==> src/rtl/rd_burst_ctrl.sv <==
// Burst read sequencer: issues consecutive SRAM reads under a credit limit and
// streams the returned words out through a small FIFO with a last flag.
module rd_burst_ctrl #(
    parameter int SRAM_WIDTH = 128,
    parameter int ADDR_WIDTH = 6,
    parameter int LEN_WIDTH  = 8,
    parameter int FIFO_DEPTH = 4
) (
    input  logic                  clk,
    input  logic                  rst,
    input  logic                  cmd_valid,
    output logic                  cmd_ready,
    input  logic [ADDR_WIDTH-1:0] cmd_addr,
    input  logic [LEN_WIDTH-1:0]  cmd_len,
    output logic                  arvalid,
    input  logic                  arready,
    output logic [ADDR_WIDTH-1:0] araddr,
    input  logic                  rvalid,
    output logic                  rready,
    input  logic [SRAM_WIDTH-1:0] rdata,
    output logic                  out_valid,
    input  logic                  out_ready,
    output logic [SRAM_WIDTH-1:0] out_data,
    output logic                  out_last,
    output logic                  busy,
    output logic                  done
);

    localparam int PW = $clog2(FIFO_DEPTH);
    localparam int CW = PW + 1;
    localparam logic [LEN_WIDTH-1:0] LEN_ONE = 1;
    localparam logic [PW-1:0]        PTR_ONE = 1;
    localparam logic [CW-1:0]        CNT_ONE = 1;

    typedef enum logic [1:0] {IDLE, ISSUE, DRAIN} state_t;

    state_t                state;
    logic [ADDR_WIDTH-1:0] base;
    logic [LEN_WIDTH-1:0]  len;
    logic [LEN_WIDTH-1:0]  issue_cnt;
    logic [LEN_WIDTH-1:0]  ret_cnt;
    logic [CW-1:0]         fifo_count;
    logic [CW-1:0]         inflight;
    logic [CW:0]           credit;
    logic [PW-1:0]         wr_ptr;
    logic [PW-1:0]         rd_ptr;
    logic [SRAM_WIDTH-1:0] fifo_data [FIFO_DEPTH];
    logic                  fifo_last [FIFO_DEPTH];
    logic                  cmd_fire;
    logic                  ar_fire;
    logic                  push;
    logic                  pop;
    logic                  last_tag;

    assign rready    = 1'b1;
    assign cmd_ready = (state == IDLE);
    assign busy      = (state != IDLE);
    assign cmd_fire  = cmd_valid && cmd_ready;

    // Credit covers both buffered words and requests still in the SRAM pipe.
    assign credit  = {1'b0, fifo_count} + {1'b0, inflight};
    assign arvalid = (state == ISSUE) && (credit < (CW + 1)'(FIFO_DEPTH));
    assign araddr  = base + ADDR_WIDTH'(issue_cnt);
    assign ar_fire = arvalid && arready;

    // A return with nothing in flight is a leftover from an aborted burst.
    assign push     = rvalid && rready && (inflight != '0);
    assign last_tag = (ret_cnt == len - LEN_ONE);

    assign out_valid = (fifo_count != '0);
    assign out_data  = fifo_data[rd_ptr];
    assign out_last  = fifo_last[rd_ptr];
    assign pop       = out_valid && out_ready;

    always_ff @(posedge clk or posedge rst) begin
        if (rst) begin
            state     <= IDLE;
            base      <= '0;
            len       <= '0;
            issue_cnt <= '0;
            ret_cnt   <= '0;
            done      <= 1'b0;
        end else begin
            done <= 1'b0;
            if (push) ret_cnt <= ret_cnt + LEN_ONE;
            unique case (state)
                IDLE: begin
                    if (cmd_fire) begin
                        base      <= cmd_addr;
                        len       <= cmd_len;
                        issue_cnt <= '0;
                        ret_cnt   <= '0;
                        if (cmd_len == '0) done  <= 1'b1;
                        else               state <= ISSUE;
                    end
                end
                ISSUE: begin
                    if (ar_fire) begin
                        issue_cnt <= issue_cnt + LEN_ONE;
                        if (issue_cnt == len - LEN_ONE) state <= DRAIN;
                    end
                end
                DRAIN: begin
                    if (pop && out_last) begin
                        state <= IDLE;
                        done  <= 1'b1;
                    end
                end
                default: state <= IDLE;
            endcase
        end
    end

    always_ff @(posedge clk or posedge rst) begin
        if (rst) begin
            fifo_count <= '0;
            inflight   <= '0;
            wr_ptr     <= '0;
            rd_ptr     <= '0;
        end else begin
            if (push) wr_ptr <= wr_ptr + PTR_ONE;
            if (pop)  rd_ptr <= rd_ptr + PTR_ONE;
            if (push && !pop)      fifo_count <= fifo_count + CNT_ONE;
            else if (!push && pop) fifo_count <= fifo_count - CNT_ONE;
            if (ar_fire && !push)      inflight <= inflight + CNT_ONE;
            else if (!ar_fire && push) inflight <= inflight - CNT_ONE;
        end
    end

    always_ff @(posedge clk) begin
        if (push) begin
            fifo_data[wr_ptr] <= rdata;
            fifo_last[wr_ptr] <= last_tag;
        end
    end

endmodule

==> config.mk <==
export PLATFORM = sky130hd
export DESIGN_NAME = rd_burst_ctrl
export DESIGN_NICKNAME = d
export VERILOG_FILES = /design/src/rtl/rd_burst_ctrl.sv
export SDC_FILE = /design/constraint.sdc
export NUM_CORES = 1
export LEC_CHECK = 0
export ABC_AREA = 1
export BUFFER_PORTS_ARGS = -buffer_cell sky130_fd_sc_hd__buf_4
export CAP_MARGIN = 15
export CORE_MARGIN = 4
export CORE_UTILIZATION = 60
export DETAILED_ROUTE_END_ITERATION = 10
export PLACE_DENSITY = 0.95
export SYNTH_ARGS = -nofsm -noshare
export SYNTH_HDL_FRONTEND = slang
export SYNTH_SLANG_ARGS = --single-unit
==> constraint.sdc <==
create_clock -name clk -period 21.8 [get_ports clk]
set_clock_uncertainty 0.2 [all_clocks]
set_input_delay 4.36 -clock clk [delete_from_list [all_inputs] [get_ports clk]]
set_output_delay 4.36 -clock clk [all_outputs]
set_load 0.05 [all_outputs]
==> impl_metrics.csv <==
group,metric,value,unit
timing,layout_setup_ws,12.97,ns
final_layout,fill_cells,2114,
synthesis,yosys.cell_types.count,41,
timing,fin_crit,8.834,ns
global_routing,first_global_vias,14322,
cts,cts-resized-gates,0,
worst_setup_path,slowest_stage,"buf_4",
worst_setup_path,worstSetupStartpointType,"flip-flop",
timing,finalHoldViolCount,0,
route,wirelength,52050,microns
floorplanning,rows,69,
flow_run,maxCapViolCount,0,
cts,cts_made_buffers,52,
global_routing,grt_pass1_wl,78640,microns
cts,cts_setup_buffers,0,
global_routing,grt_max_degree,173,
synthesis,synth_warnings,0,
worst_setup_path,critPathArrivalTime,4.27,ns
timing,post-route-period-util,0.4052,
cts,root_buffer,"clkbuf_16",
cts,clk_pin_slew_worst_paths,0.06,ns
floorplanning,fp.dieH,198.6,microns
worst_setup_path,crit_top_cell,"buf_4",
timing,max_freq,0.1132,GHz
synthesis,ys_ff_latch,559,
cts,ctsHoldBuffers,0,
route,post_drt_wl_per_cell,21.79,microns
worst_hold_path,hold_path.class,"reg2reg",
route,first_pass_iters,5,
cts,clockBufferDepth,3,
timing,worstMarginPinSlew,1.214,ns
final_layout,layout-drive-gt1-share,0.2151,
global_routing,grt_use_total,0.2576,
cts,cts_max_level,2,
worst_setup_path,cp_data_required_time,17.24,ns
synthesis,syn_nets,1786,
worst_setup_path,critPathMaxFanout,119,
run_status,run_status,"finished clean",
floorplanning,die_w,198.6,microns
route,ant_nets,0,
synthesis,synth_area,21800,sq um
global_routing,gr-total-overflow,0,
final_layout,layout_common_cells,"edfxtp_1, buf_4, nor2_1",
global_routing,antenna_found_initial,3,
final_layout,final_common_cell,"edfxtp_1",
timing,slew_viol_final,0,
synthesis,postSynthAreaPerCell,13.47,sq um
worst_setup_path,endpoint_kind,"output pin",
worst_setup_path,crit_chain,"buf_4 -> buf_4 -> o21ai_0 -> o22ai_1 -> buf_4",
floorplanning,core,35740,sq um
cts,cts_tree,"yes",
route,vias,14250,
timing,totalNegativeSetupSlack,0,ns
floorplanning,initial_core_util,0.6100,
synthesis,synth_cells,1619,
floorplanning,die_area,39450,sq um
place,numPortBuffers,287,
route,drcViolationCount,0,
place,place_congestion,0.9130,
worst_setup_path,path_buf_inv,3,
place,place_ws,13.63,ns
timing,setup_viol,0,
final_layout,area_growth_syn_to_layout,19.73,%
worst_setup_path,cp_slowest_stage_delay,1.01,ns
timing,slew_headroom,0.1904,
route,via_per_inst,5.967,
route,drt_iter0_drc,1184,
worst_setup_path,path_delay_family,"buffers and inverters",
cts,cts.sinks,559,
place,dp_hpwl,30180,microns
final_layout,final_nets,2049,
cts,clk_latency,0.58,ns
timing,grt_setup_unrepaired,"false",
synthesis,yosysSeqAreaShare,0.7601,
worst_setup_path,setup.worst_path.class,"reg2out",
floorplanning,pin_count,289,
## worst reg2reg max path, cell delays in order (launching register included)
cell and delay (ns):
dfrtp_1 0.43, nor2_1 0.08, a21oi_1 0.70, inv_1 0.49, nor2_4 0.18, buf_4 0.80
buf_4 0.89
## per-layer routing
| metal | wire length, microns | vias up | track usage | part of all wire |
|---|---|---|---|---|
| met2 | 26360 | 704 | 0.4260 | 0.51 |
| met4 | 1947 | 2 | 0.1069 | 0.037 |
| li1 | - | 6472 | - | - |
| met3 | 4559 | 124 | 0.06030 | 0.088 |
| met5 | 19 | - | 0 | 0.00037 |
| met1 | 19160 | 6948 | 0.3336 | 0.37 |
## kinds of logic (layout without fill, tap and decap cells)
kind of cell | Yosys count | after routing | synth area share
flip-flops | 559 | 559 | 0.7601
AND/OR/NAND/NOR | 451 | 451 | 0.08431
AO/OA/AOI/OAI | 427 | 427 | 0.1064
buffers and inverters | 143 | 449 | 0.02858
adder cells (fa/ha/maj) | 19 | 19 | 0.01194
XOR/XNOR | 17 | 17 | 0.007461
multiplexers | 2 | 2 | 0.001033
other | 1 | 3 | 0.0001720
## synth_stat cells, drive strengths merged
cell | number | share of area
a21oi | 14 | 0.0036
nor4 | 3 | 0.00086
fa | 3 | 0.0028
ha | 16 | 0.0092
o22ai | 130 | 0.037
a21o | 1 | 0.00034
clkinv | 2 | 0.00057
xnor3 | 1 | 0.0010
a211oi | 2 | 0.00069
mux2 | 2 | 0.0010
nor2 | 298 | 0.053
nand3b | 1 | 0.00034
nand2 | 101 | 0.018
nand3 | 30 | 0.0071
o2111ai | 1 | 0.00040
or2 | 4 | 0.0011
conb | 1 | 0.00017
inv | 48 | 0.0084
nand4 | 7 | 0.0020
dfrtp | 43 | 0.049
clkbuf | 42 | 0.0072
o21ai | 278 | 0.064
buf | 51 | 0.012
a31oi | 1 | 0.00029
xor2 | 11 | 0.0044
edfxtp | 516 | 0.71
xnor2 | 5 | 0.0020
nor3 | 7 | 0.0016
## sequential cells by signal (all words and copies together) (netlist names)
name,cells
base,6
done,1
fifo_count,3
fifo_data,512
fifo_last,4
inflight,3
issue_cnt,8
len,8
rd_ptr,2
ret_cnt,8
state,2
wr_ptr,2
## final cells by class
cell class / count / area (sq um) / area share
clock buffer: 63 / 1363 / 0.05220
inverter: 50 / 198.9 / 0.007622
tap: 461 / 576.8 / 0.02210
antenna: 2 / 5.005 / 0.0001917
timing repair buffer: 302 / 2287 / 0.08762
multi-input combinational: 917 / 4637 / 0.1776
sequential: 559 / 16580 / 0.6351
clock inverter: 34 / 456.7 / 0.01750
## path summary, 6_finish.rpt
kind                        startpoint          endpoint  slack (ns)  cells past startpoint
max                          rd_ptr[0]      out_data[74]       12.97                      5
max reg2reg                inflight[0]  fifo_data[0][38]       17.60                      6
min                            base[0]           base[0]        0.29                      2
min reg2reg                    base[0]           base[0]        0.29                      2
min in group asynchronous          rst              done        3.75                      3
max in group asynchronous          rst         rd_ptr[0]       17.19                      3
## per-stage QoR
step | util | area, sq um | hold slack [ns] | instances
2_1_floorplan | - | 21800 | 0.2483 | 1619
3_3_place_gp | 0.6785 | 24250 | 0.2608 | 2288
3_5_place_dp | 0.6785 | 24250 | 0.2822 | 2288
4_1_cts | 0.7294 | 26070 | 0.2972 | 2385
5_1_grt | 0.7303 | 26100 | 0.3168 | 2388
6_report | 0.7303 | 26100 | 0.2938 | 2388
Power is left out: the tool's default activity adds up to more than one toggle a clock period on the data nets, which glitch-free logic cannot reach.
